**src/rtl/branch_pkg.sv**
```systemverilog
`default_nettype none
// +----------------------------------------------------------------------+
// | branch_pkg: shared condition codes, state type and alignment helper   |
// | Rev 1.0                                                               |
// +----------------------------------------------------------------------+
package branch_pkg;

  localparam logic [2:0] F3_BEQ  = 3'b000;
  localparam logic [2:0] F3_BNE  = 3'b001;
  localparam logic [2:0] F3_BLT  = 3'b100;
  localparam logic [2:0] F3_BGE  = 3'b101;
  localparam logic [2:0] F3_BLTU = 3'b110;
  localparam logic [2:0] F3_BGEU = 3'b111;

  localparam int unsigned FALLTHROUGH_INC = 4;

  typedef enum logic [0:0] {
    EMPTY = 1'b0,
    FULL  = 1'b1
  } br_state_e;

  // Low target bits that must be zero for a legal jump destination.
  function automatic logic [1:0] align_mask(input int ialign);
    return (ialign == 16) ? 2'b01 : 2'b11;
  endfunction

endpackage
`default_nettype wire

```
**src/rtl/branch_resolve_unit_if.sv**
```systemverilog
`default_nettype none
// +----------------------------------------------------------------------+
// | branch_resolve_unit_if: operand/result bus of the branch unit         |
// | Rev 1.0                                                               |
// +----------------------------------------------------------------------+
interface branch_resolve_unit_if #(
  parameter int XLEN  = 32,
  parameter int CNT_W = 16
);
  logic             in_valid;
  logic             in_ready;
  logic [2:0]       funct3;
  logic [XLEN-1:0]  rs1_val;
  logic [XLEN-1:0]  rs2_val;
  logic [XLEN-1:0]  pc;
  logic [XLEN-1:0]  imm;
  logic             out_valid;
  logic             out_ready;
  logic             taken;
  logic [XLEN-1:0]  target;
  logic [XLEN-1:0]  next_pc;
  logic             flush;
  logic             illegal;
  logic             misaligned;
  logic             clr_cnt;
  logic [CNT_W-1:0] br_count;
  logic [CNT_W-1:0] taken_count;

  modport master (
    output in_valid, funct3, rs1_val, rs2_val, pc, imm, out_ready, clr_cnt,
    input  in_ready, out_valid, taken, target, next_pc, flush, illegal,
           misaligned, br_count, taken_count
  );

  modport slave (
    input  in_valid, funct3, rs1_val, rs2_val, pc, imm, out_ready, clr_cnt,
    output in_ready, out_valid, taken, target, next_pc, flush, illegal,
           misaligned, br_count, taken_count
  );
endinterface
`default_nettype wire

```
**src/rtl/branch_cmp.sv**
```systemverilog
`default_nettype none
// +----------------------------------------------------------------------+
// | branch_cmp: combinational RV32I branch condition evaluation           |
// | Rev 1.0                                                               |
// +----------------------------------------------------------------------+
module branch_cmp
  import branch_pkg::*;
#(
  parameter int XLEN = 32
) (
  input  logic [XLEN-1:0] rs1_i,
  input  logic [XLEN-1:0] rs2_i,
  input  logic [2:0]      funct3_i,
  output logic            taken_o,
  output logic            illegal_o
);

  logic eq;
  logic lt_s;
  logic lt_u;

  assign eq   = (rs1_i == rs2_i);
  assign lt_s = ($signed(rs1_i) < $signed(rs2_i));
  assign lt_u = (rs1_i < rs2_i);

  always_comb begin
    taken_o   = 1'b0;
    illegal_o = 1'b0;
    unique case (funct3_i)
      F3_BEQ:  taken_o = eq;
      F3_BNE:  taken_o = !eq;
      F3_BLT:  taken_o = lt_s;
      F3_BGE:  taken_o = !lt_s;
      F3_BLTU: taken_o = lt_u;
      F3_BGEU: taken_o = !lt_u;
      default: illegal_o = 1'b1;
    endcase
  end

endmodule
`default_nettype wire

```
**src/rtl/branch_resolve_unit.sv**
```systemverilog
`default_nettype none
// +----------------------------------------------------------------------+
// | branch_resolve_unit: registered branch decision, target, flush, stats |
// | Rev 1.0                                                               |
// +----------------------------------------------------------------------+
module branch_resolve_unit
  import branch_pkg::*;
#(
  parameter int XLEN   = 32,
  parameter int CNT_W  = 16,
  parameter int IALIGN = 32
) (
  input  logic                 clk,
  input  logic                 rst,
  branch_resolve_unit_if.slave bus
);

  br_state_e        state_q, state_d;
  logic             taken_q, illegal_q, misaligned_q;
  logic [XLEN-1:0]  target_q, next_pc_q;
  logic [CNT_W-1:0] br_count_q, taken_count_q;

  logic            cmp_taken, cmp_illegal;
  logic [XLEN-1:0] sum_target, sum_fall;
  logic            mis_comb;
  logic            accept, consume;

  branch_cmp #(.XLEN(XLEN)) u_cmp (
    .rs1_i     (bus.rs1_val),
    .rs2_i     (bus.rs2_val),
    .funct3_i  (bus.funct3),
    .taken_o   (cmp_taken),
    .illegal_o (cmp_illegal)
  );

  assign sum_target = bus.pc + bus.imm;
  assign sum_fall   = bus.pc + XLEN'(FALLTHROUGH_INC);
  assign mis_comb   = cmp_taken & (|(sum_target[1:0] & align_mask(IALIGN)));

  assign bus.out_valid = (state_q == FULL);
  assign bus.in_ready  = !bus.out_valid | bus.out_ready;
  assign accept        = bus.in_valid & bus.in_ready;
  assign consume       = bus.out_valid & bus.out_ready;

  always_comb begin
    state_d = state_q;
    unique case (state_q)
      EMPTY:   if (accept) state_d = FULL;
      FULL:    if (consume && !accept) state_d = EMPTY;
      default: state_d = EMPTY;
    endcase
  end

  always_ff @(posedge clk or posedge rst) begin
    if (rst) begin
      state_q      <= EMPTY;
      taken_q      <= 1'b0;
      illegal_q    <= 1'b0;
      misaligned_q <= 1'b0;
      target_q     <= '0;
      next_pc_q    <= '0;
    end else begin
      state_q <= state_d;
      if (accept) begin
        taken_q      <= cmp_taken;
        illegal_q    <= cmp_illegal;
        misaligned_q <= mis_comb;
        target_q     <= sum_target;
        next_pc_q    <= cmp_taken ? sum_target : sum_fall;
      end
    end
  end

  // Statistics track results the consumer actually took, not accepts.
  always_ff @(posedge clk or posedge rst) begin
    if (rst) begin
      br_count_q    <= '0;
      taken_count_q <= '0;
    end else if (bus.clr_cnt) begin
      br_count_q    <= '0;
      taken_count_q <= '0;
    end else if (consume && !illegal_q) begin
      br_count_q <= br_count_q + 1'b1;
      if (taken_q) taken_count_q <= taken_count_q + 1'b1;
    end
  end

  assign bus.taken       = taken_q;
  assign bus.illegal     = illegal_q;
  assign bus.misaligned  = misaligned_q;
  assign bus.target      = target_q;
  assign bus.next_pc     = next_pc_q;
  assign bus.flush       = bus.out_valid & taken_q;
  assign bus.br_count    = br_count_q;
  assign bus.taken_count = taken_count_q;

endmodule
`default_nettype wire
```
**src/flat_wrapper.sv**
```systemverilog
// flat-port wrapper written by rule: the top's interface ports become plain ports
module branch_resolve_unit_flat import branch_pkg::*;
#(
  parameter int XLEN   = 32,
  parameter int CNT_W  = 16,
  parameter int IALIGN = 32
)
  (clk, rst, bus_in_valid, bus_funct3, bus_rs1_val, bus_rs2_val, bus_pc, bus_imm, bus_out_ready, bus_clr_cnt, bus_in_ready, bus_out_valid, bus_taken, bus_target, bus_next_pc, bus_flush, bus_illegal, bus_misaligned, bus_br_count, bus_taken_count);
  branch_resolve_unit_if #(.XLEN(XLEN), .CNT_W(CNT_W)) bus_i ();
  input  logic clk;
  input  logic rst;
  input wire logic [$bits(bus_i.in_valid)-1:0] bus_in_valid;
  input wire logic [$bits(bus_i.funct3)-1:0] bus_funct3;
  input wire logic [$bits(bus_i.rs1_val)-1:0] bus_rs1_val;
  input wire logic [$bits(bus_i.rs2_val)-1:0] bus_rs2_val;
  input wire logic [$bits(bus_i.pc)-1:0] bus_pc;
  input wire logic [$bits(bus_i.imm)-1:0] bus_imm;
  input wire logic [$bits(bus_i.out_ready)-1:0] bus_out_ready;
  input wire logic [$bits(bus_i.clr_cnt)-1:0] bus_clr_cnt;
  output wire logic [$bits(bus_i.in_ready)-1:0] bus_in_ready;
  output wire logic [$bits(bus_i.out_valid)-1:0] bus_out_valid;
  output wire logic [$bits(bus_i.taken)-1:0] bus_taken;
  output wire logic [$bits(bus_i.target)-1:0] bus_target;
  output wire logic [$bits(bus_i.next_pc)-1:0] bus_next_pc;
  output wire logic [$bits(bus_i.flush)-1:0] bus_flush;
  output wire logic [$bits(bus_i.illegal)-1:0] bus_illegal;
  output wire logic [$bits(bus_i.misaligned)-1:0] bus_misaligned;
  output wire logic [$bits(bus_i.br_count)-1:0] bus_br_count;
  output wire logic [$bits(bus_i.taken_count)-1:0] bus_taken_count;
  assign bus_i.in_valid = bus_in_valid;
  assign bus_i.funct3 = bus_funct3;
  assign bus_i.rs1_val = bus_rs1_val;
  assign bus_i.rs2_val = bus_rs2_val;
  assign bus_i.pc = bus_pc;
  assign bus_i.imm = bus_imm;
  assign bus_i.out_ready = bus_out_ready;
  assign bus_i.clr_cnt = bus_clr_cnt;
  assign bus_in_ready = bus_i.in_ready;
  assign bus_out_valid = bus_i.out_valid;
  assign bus_taken = bus_i.taken;
  assign bus_target = bus_i.target;
  assign bus_next_pc = bus_i.next_pc;
  assign bus_flush = bus_i.flush;
  assign bus_illegal = bus_i.illegal;
  assign bus_misaligned = bus_i.misaligned;
  assign bus_br_count = bus_i.br_count;
  assign bus_taken_count = bus_i.taken_count;
  branch_resolve_unit #(.XLEN(XLEN), .CNT_W(CNT_W), .IALIGN(IALIGN)) u_core (.clk(clk), .rst(rst), .bus(bus_i));
endmodule
```
**config.mk**
```make
export PLATFORM = sky130hd
export DESIGN_NAME = branch_resolve_unit_flat
export DESIGN_NICKNAME = d
export VERILOG_FILES = /design/src/rtl/branch_pkg.sv /design/src/rtl/branch_resolve_unit_if.sv /design/src/rtl/branch_cmp.sv /design/src/rtl/branch_resolve_unit.sv /design/src/flat_wrapper.sv
export SDC_FILE = /design/constraint.sdc
export NUM_CORES = 1
export LEC_CHECK = 0
export CORE_ASPECT_RATIO = 1.4
export CORE_MARGIN = 2
export CORE_UTILIZATION = 40
export DETAILED_ROUTE_END_ITERATION = 10
export DONT_BUFFER_PORTS = 1
export GPL_TIMING_DRIVEN = 0
export SYNTH_ARGS = -nofsm -noshare
export SYNTH_HDL_FRONTEND = slang
export SYNTH_SLANG_ARGS = --single-unit
```
**constraint.sdc**
```tcl
create_clock -name clk -period 3.2 [get_ports clk]
set_input_delay 0.16 -clock clk [delete_from_list [all_inputs] [get_ports clk]]
set_output_delay 0.16 -clock clk [all_outputs]
set_load 0.05 [all_outputs]
```
; ---- Yosys cells after proc, flatten, opt, wreduce, memory -nomap -nowiden
; Cells that the tools add are included.
[classes]
n_reduce_logical = 14
bitwise_logic = 6
n_eq_ne = 6
magnitude_cmp = 2
muxes = 11
n_addsub = 4
[ops]
columns = operator, n
row1 = two-way mux 16 bit, 5
row2 = < comparator 32 bit, 2
row3 = adder 16 x 1 -> 16 bit (second input constant), 2
row4 = adder 32 x 3 -> 32 bit (second input constant), 1
row5 = adder 32 bit, 1
row6 = equality test 32 bit, 1
row7 = two-way mux 32 bit, 1
row8 = equality test 3 bit (second input constant), 4
row9 = logical NOT 1 bit, 6
row10 = one-hot mux 1 bit (6 select lines), 1
row11 = OR reduction 6 bit, 1
row12 = AND 1 bit, 4
row13 = nonzero test 2 bit, 2
row14 = equality test 3 x 1 -> 1 bit (second input constant), 1
row15 = logical NOT 3 bit, 1
row16 = two-way mux 1 bit, 3
row17 = logical AND 1 bit, 2
row18 = one-hot mux 1 bit (2 select lines), 1
row19 = AND reduction 2 bit, 1
row20 = OR reduction 2 bit, 1
row21 = NOT 1 bit, 1
row22 = OR 1 bit, 1
[totals]
regBits = 100
out_inout_bits = 102
elab_cells = 51

; ---- Depth between registers and ports, before layout
; Gate-level depths: netlist of run 1.
[logic_depth]
depth_word = 7
depth_mapped = 14
depth_no_buf = 12

; ---- Hierarchy
; Synthesis of run 1 repeated with hierarchy kept, for this count alone.
[hier_totals]
cells_unflattened = 897
area_unflattened_um2 = 7483.4
[modules_own_cells]
columns = mod, area_per_inst_um2, n_inst, seq_area_each_um2, cells_each
row1 = branch_resolve_unit, 6612.6, 1, 2502.4, 776
row2 = branch_cmp, 870.8, 1, 0.0, 121

; ---- Worst setup path after synthesis of run 1
; Ideal clock, no wire load.
[synth_timing]
path_type = input-to-reg
start = in bus_rs2_val[29]
end = reg u_core.next_pc_q[29] (netlist: u_core.bus.next_pc[29])
required_time_ps = 3074
slack_ps = 49
arrival_ps = 3025
stages = 13
cell_sequence = inv_1 > ha_1 > a21oi_2 > o21bai_1 > a2111o_1 > o32a_2 > a211oi_1 > mux2_1 > a2111o_1 > buf_6 > buf_6 > and3_1 > a221o_1
[synth_via]
elab_chain_cells = 4
word_cells_on_any_way = 8
cone_classes = 2 x order compare / 1 x eq/ne / 2 x mux / 3 x reduce/logical
[synth_rtl]
columns = element, line_no
row1 = "start, declared", flat_wrapper.sv:15  ; input wire logic [$bits(bus_i.rs2_val)-1:0] bus_rs2_val;
row2 = "< comparator 32 bit, or another cell as far along", branch_cmp.sv:24  ; assign lt_u = (rs1_i < rs2_i);
row3 = logical NOT 1 bit (on tied branches), "branch_cmp.sv:35, branch_cmp.sv:31, branch_cmp.sv:33"
row4 = one-hot mux 1 bit (6 select lines) *, branch_cmp.sv:29  ; unique case (funct3_i)
row5 = two-way mux 32 bit *, branch_resolve_unit.sv:69  ; next_pc_q <= cmp_taken ? sum_target : sum_fall;
row6 = "end signal, assigned", branch_resolve_unit.sv:69
row7 = "end, declared", branch_resolve_unit.sv:20  ; logic [XLEN-1:0] target_q, next_pc_q;
; Mark *: on every way between the ends. The rest lies on a longest branch, timed or not.
; A chain may end at the register's enable or synchronous reset.

; ---- Worst setup path in the final report of run 1
[layout_timing]
start = in bus_rs2_val[29]
end = reg u_core.next_pc_q[5] (netlist: u_core.bus.next_pc[5])
; Same word-level chain as after synthesis.

==> flow_summary.ini, run 1 <==
[global_routing]
grt_pass1_vias = 6026
track_usage = 0.222
grt_pass1_wl_mm = 33.1
overflow = 0
antenna_found_initial = 0
met1_usage = 0.238
grt_start_max_net_pins = 55
busiest_layer = met2
met3_usage = 0.0597
grt_util_met2 = 0.420

[placement]
gp_congestion = 0.859
dp_hpwl_mm = 17.7
place_ws_ns = -0.168
numPortBuffers = 0
place_area_um2 = 7560

[min_path]
min_path_type = in -> reg
hold_start = bus_pc[2]
min_path_cells = 2
whs_endpoint = u_core.bus.next_pc[2]$_DFFE_PP0P_

[timing]
fin_ws_ns = 0.211
min_period_over_period = 0.934
fmax_mhz = 335
setup_viol = 0
grt_setup_unrepaired = no
slew_headroom = 0.433
skew_ns = 0.0102
hold_viol_final = 0
worst_pin_slew_ns = 0.844
slew_violations = 0
holdWs_ns = 0.0154
post-route-min-period_ns = 2.99

[yosys]
syn-cell-area_um2 = 7230
synthTopCellsByArea = dfrtp_1 35%, ha_1 11%, nand2_1 5.6%
postSynthNetCount = 1033
synth_seq_area_share = 0.346
synth.distinct_cells = 61
async_reset_ff_frac = 1.00
yosysWarnings = 0
synth-seq-cells = 100
yosysTopAreaCell = dfrtp_1
synth_ff_type = dfrtp_1
synthCells = 830
synth.avg_cell_area_um2 = 8.71
synth-edff-count = 0
synth_top_area_share = 0.346

[clocking]
root_buffer = clkbuf_16
clk_path_buf_depth = 2
htree_levels = 3
clock_sinks = 100
cts_tree = built
clk_pin_slew_ns = 0.07
cts_buffers = 9
clkLatencyLatePin_ns = 0.36

[die]
die-area_um2 = 19200
fp.dieW_um = 118
die_y_um = 163
rows = 58
core_um2 = 17900
num_io_pins = 238
start_util = 0.405

[setup_path]
endpoint_kind = flop
cp_num_buf_inv = 4
critPathLaunchType = primary input
cp_cell_sequence = inv_1, ha_1, a21oi_2, o21bai_1, a2111o_1, o32a_2, a211oi_1, mux2_1, a2111o_1, buf_6, buf_6, buf_2, nand3_1, o211ai_1
reg2reg_depth = 6
r2r_slack_ns = 0.30
cp.required_ns = 3.43
reg2reg_from = u_core.bus.out_valid$_DFF_PP0_
reg2reg_to = u_core.bus.next_pc[11]$_DFFE_PP0P_
critPathMaxFanout = 10
worstSetupPathType = in -> reg
critical_path_arrival_ns = 3.22
max_stage_delay_ns = 0.42
crit_family = compound AO/OA/AOI/OAI gates
cp_slowest_cell = a2111o_1

[route]
drtPass1Iterations = 4
via_count = 6079
via_per_inst = 5.58
drtAntennaViolNets = 0
drc = 0
drt-total-wl_mm = 21.7
drt-wirelength-per-cell_um = 19.9
drt_iter0_markers = 327

[final_layout]
fin_nets = 1048
final_design_area_no_fill_um2 = 7870
utilization = 0.441
drive_gt1_frac = 0.0518
final_common_cell = nand2_1
num-fill-cells = 1816
diodes = 0
synthToLayoutAreaGrowth_pct = 8.90
mostFrequentLayoutCells = 107 x nand2_1, 100 x dfrtp_1, 68 x nor2_1, 66 x ha_1, 51 x a21oi_1

[power]
p_leak_uw = 0.00358
power.density_nw_per_um2 = 550
ir_worst_vdd_v = 0.000279

[outcome]
status = complete, no violations

[run]
drv_cap = 0
==> sequential cells by signal (all words and copies together) (netlist names) <==
signal and flops:
u_core.bus.target 32, u_core.bus.out_valid 1, u_core.bus.br_count 16, u_core.bus.taken 1, u_core.bus.illegal 1, u_core.bus.misaligned 1
u_core.bus.taken_count 16, u_core.bus.next_pc 32
==> power by group <==
part	internal [µW]	switching [µW]
clock network	540	537
registers	1450	903
logic	387	516
==> metal layers <==
layer	share of wire	up-vias
met5	0	-
met4	0.023	0
met3	0.076	30
met2	0.52	229
met1	0.38	2858
li1	-	2962
==> area by class of cell <==
type,instances,area [µm²],share of cell area
multi-input combinational,652,4400,0.560
sequential,100,2500,0.318
tap,240,300,0.0382
clock buffer,9,225,0.0286
inverter,51,194,0.0246
buffer,27,129,0.0164
clock inverter,7,57.6,0.00731
timing repair buffer,4,57.6,0.00731
==> cell usage after synthesis, types with 4 or more instances <==
cell / count
and4_1: 5
nand2_1: 107
nor3_1: 14
a21oi_1: 51
ha_1: 66
inv_1: 50
and2_1: 10
o21a_1: 5
o21ai_0: 42
nor2_1: 68
a211oi_1: 5
a221o_1: 9
mux2_2: 11
clkbuf_1: 19
a21o_1: 17
a31oi_1: 4
and3_1: 13
nand3_1: 31
o31ai_1: 4
mux2i_1: 16
xnor2_1: 43
dfrtp_1: 100
nand2b_1: 9
or3_1: 8
o211ai_1: 12
nand4_1: 21
xor2_1: 38
nor2b_1: 4
==> worst max-delay path by stage <==
stage                                         startpoint                                 end  slack [ns]  depth (start not counted)
after floorplan                          bus_rs2_val[29]  u_core.bus.next_pc[29]$_DFFE_PP0P_        0.05                         13
after global placement                               rst   u_core.bus.target[13]$_DFFE_PP0P_       -0.85                          1
after detailed placement                 bus_rs2_val[29]  u_core.bus.next_pc[10]$_DFFE_PP0P_       -0.17                         14
after CTS                 u_core.bus.out_valid$_DFF_PP0_  u_core.bus.next_pc[11]$_DFFE_PP0P_        0.19                          6
after global routing                     bus_rs2_val[13]   u_core.bus.next_pc[5]$_DFFE_PP0P_        0.07                         14
final                                    bus_rs2_val[29]   u_core.bus.next_pc[5]$_DFFE_PP0P_        0.21                         14
==> stage by stage <==
| step | power, µW | std cells | setup TNS (ns) |
|---|---|---|---|
| 2_1_floorplan | 3000 | 830 | 0 |
| 3_3_place_gp | 3270 | 1070 | -85.72 |
| 3_5_place_dp | 3280 | 1071 | -2.73 |
| 4_1_cts | 4350 | 1090 | 0 |
| 5_1_grt | 4540 | 1090 | 0 |
| 6_report | 4330 | 1090 | 0 |
==> worst reg2reg max path: stages, from the launching register on <==
cell and delay [ns]:
dfrtp_1 0.58, nand2b_1 0.57, and2_1 0.21, clkbuf_1 0.32
clkbuf_1 0.65, nand3_1 0.27, o21ai_0 0.21
==> what timing repair did <==
action,4_1_cts,5_1_grt
hold buffers,3,0
resized for setup,0,0
endpoints found under the setup margin,0,0
endpoints found under the hold margin,48,0
buffers inserted,0,0
==> cell families after synthesis <==
group                      synth area share
DFF                                   0.346
buffers and inverters                0.0443
xor gates and xnor gates             0.0982
muxes                                0.0409
AOI/OAI and AO/OA                     0.158
and+or+nand+nor                       0.195
adders and majority gates             0.117
Power figures use the tool's default switching activity.
==> inputs of run 2 (changes only) <==
Settings changed: SYNTH_HIERARCHICAL set to 1.
==> run 2 against run 1 <==
Compared with the run above: first-iteration DRC count up 6.7%; via count rose by 5.3%; critical endpoint is now u_core/bus.next_pc[23]$_DFFE_PP0P_; sequential share of layout area is 0.99 points lower; setup slack worse by 0.00099 ns; cell count increased by 6.4%; critical path type unchanged; routed wire length grew 2.4%; critical path depth shrank 3; clock skew shrank 0.0011 ns; largest cell class unchanged.
==> flow_summary.ini, run 2 <==
[outcome]
status = complete, no violations

[global_routing]
grt_pass1_wl_mm = 34.8
grt_pass1_vias = 6434
grt_start_max_net_pins = 61
antenna_found_initial = 0
track_usage = 0.222
overflow = 0

[route]
drtAntennaViolNets = 0
drc = 0
drt_iter0_markers = 349
via_count = 6400
drtPass1Iterations = 4
drt-total-wl_mm = 22.2
via_per_inst = 5.52
drt-wirelength-per-cell_um = 19.1

[final_layout]
utilization = 0.440
synthToLayoutAreaGrowth_pct = 8.56
mostFrequentLayoutCells = 150 x nand2_1, 100 x dfrtp_1, 77 x nor2_1, 66 x ha_1, 61 x a21oi_1
fin_nets = 1114
register_area_um2 = 2500
final_common_cell = nand2_1
num-fill-cells = 1844
multi_input_area_um2 = 4670
diodes = 0
drive_gt1_frac = 0.0568

[die]
die_y_um = 166
fp.dieW_um = 120
rows = 59
die-area_um2 = 19800
core_um2 = 18500
num_io_pins = 238
start_util = 0.405

[setup_path]
critical_path_arrival_ns = 3.25
critPathMaxFanout = 10
critPathLaunchType = primary input
cp.required_ns = 3.46
worstSetupPathType = in -> reg
endpoint_kind = flop

[timing]
fin_ws_ns = 0.210
setup_viol = 0
grt_setup_unrepaired = no
slew_headroom = 0.497
skew_ns = 0.00917
slew_violations = 0
finalSetupTns_ns = 0
min_period_over_period = 0.934
fmax_mhz = 334
worst_pin_slew_ns = 0.751
post-route-min-period_ns = 2.99
hold_viol_final = 0

[clocking]
clkLatencyLatePin_ns = 0.34
postCtsSetupRepairBufs = 0
htree_levels = 3
clk_pin_slew_ns = 0.07
cts_buffers = 9
cts_tree = built
clock_sinks = 100
root_buffer = clkbuf_16
clk_path_buf_depth = 2

[power]
p_leak_uw = 0.00363
p_int_uw = 2350
clockPowerShare = 0.243
ir_worst_vdd_v = 0.000254
swShare = 0.455
p_switching_uw = 1960
power.density_nw_per_um2 = 530
p_seq_frac = 0.536
combPwrFrac = 0.221

[placement]
numPortBuffers = 0
gp_congestion = 0.891
place_ws_ns = -0.419
dp_hpwl_mm = 18.4

[yosys]
synthCells = 897
syn-cell-area_um2 = 7480
async_reset_ff_frac = 1.00
synthTopCellsByArea = dfrtp_1 33%, ha_1 11%, nand2_1 7.5%
synth_seq_area_share = 0.334
postSynthNetCount = 1100
yosysWarnings = 6
synth_common_cells = 150 x nand2_1, 100 x dfrtp_1, 77 x nor2_1
synth.avg_cell_area_um2 = 8.34
synth.distinct_cells = 67
yosysMostFrequentCell = nand2_1
synth_top_area_share = 0.334
synth_ff_type = dfrtp_1
yosysTopAreaCell = dfrtp_1
synth-seq-cells = 100
synth-edff-count = 0

[run]
drv_cap = 0

[min_path]
min_path_type = in -> reg
[run 2: repair_timing]
item                                    4_1_cts  5_1_grt
endpoints found under the hold margin        41        0
endpoints found under the setup margin        4        7
resized for setup                             1        1
hold buffers                                  2        0
[run 2: per-stage QoR]
step                area [µm²]  total power, µW  cells  hold slack [ns]
floorplan                 7480             2980    897            0.268
global placement          7790             3260   1141            0.269
detailed placement        7820             3280   1142            0.113
CTS                       8120             4330   1160           0.0157
global route              8120             4520   1160           0.0315
finish                    8120             4300   1160           0.0215
[run 2: worst max-delay path: stages]
cell	delay, ns
inv_1	0.02
ha_1	0.29
and4_2	0.28
or4b_2	0.59
o22ai_1	0.16
or4_1	0.14
a31o_1	0.26
clkbuf_1	0.38
clkbuf_2	0.36
nand2_1	0.32
o221ai_1	0.28
[run 2: kinds of logic (layout without fill, tap and decap cells)]
family / count (synthesis) / in the layout / synth area share
AND/OR/NAND/NOR: 346 / 346 / 0.213
AO/OA/AOI/OAI: 211 / 211 / 0.188
flip-flops: 100 / 100 / 0.334
XOR/XNOR: 85 / 85 / 0.0995
buffers and inverters: 80 / 99 / 0.0410
adder cells (fa/ha/maj): 67 / 67 / 0.113
multiplexers: 8 / 8 / 0.0110
[run 2: final cells by class]
class / count / area share
Buffer: 34 / 0.0168
Clock buffer: 10 / 0.0282
Clock inverter: 6 / 0.00662
Inverter: 46 / 0.0216
Multi-Input combinational cell: 717 / 0.575
Sequential cell: 100 / 0.308
Tap cell: 244 / 0.0376
Timing Repair Buffer: 3 / 0.00585
[run 2: path summary, 6_finish.rpt]
kind	cells past startpoint	from	slack, ns	endpoint
min in group asynchronous	2	rst	0.33	u_core/bus.br_count[11]$_DFFE_PP0P_
hold reg to reg	2	u_core/bus.target[8]$_DFFE_PP0P_	0.77	u_core/bus.target[8]$_DFFE_PP0P_
hold / removal	3	bus_funct3[2]	0.02	u_core/bus.illegal$_DFFE_PP0P_
max in group asynchronous	3	rst	2.17	u_core/bus.next_pc[12]$_DFFE_PP0P_
setup reg to reg	6	u_core/bus.out_valid$_DFF_PP0_	0.22	u_core/bus.next_pc[12]$_DFFE_PP0P_
setup / recovery	11	bus_rs2_val[19]	0.21	u_core/bus.next_pc[23]$_DFFE_PP0P_
[run 2: layer usage]
metal  wire (µm)  share of wire  track usage
met5           0              0            0
met4         710          0.032       0.0829
met3        1550          0.070       0.0573
met2       11500           0.52        0.407
met1        8450           0.38        0.241
[run 2: power by group through the flow]
stage | clock [µW] | sequential (µW) | combinational (µW)
global route | 1120 | 2330 | 1070
CTS | 1070 | 2310 | 953
detailed placement | 0 | 2340 | 947
finish | 1040 | 2310 | 952
global placement | 0 | 2330 | 931
floorplan | 0 | 2250 | 734
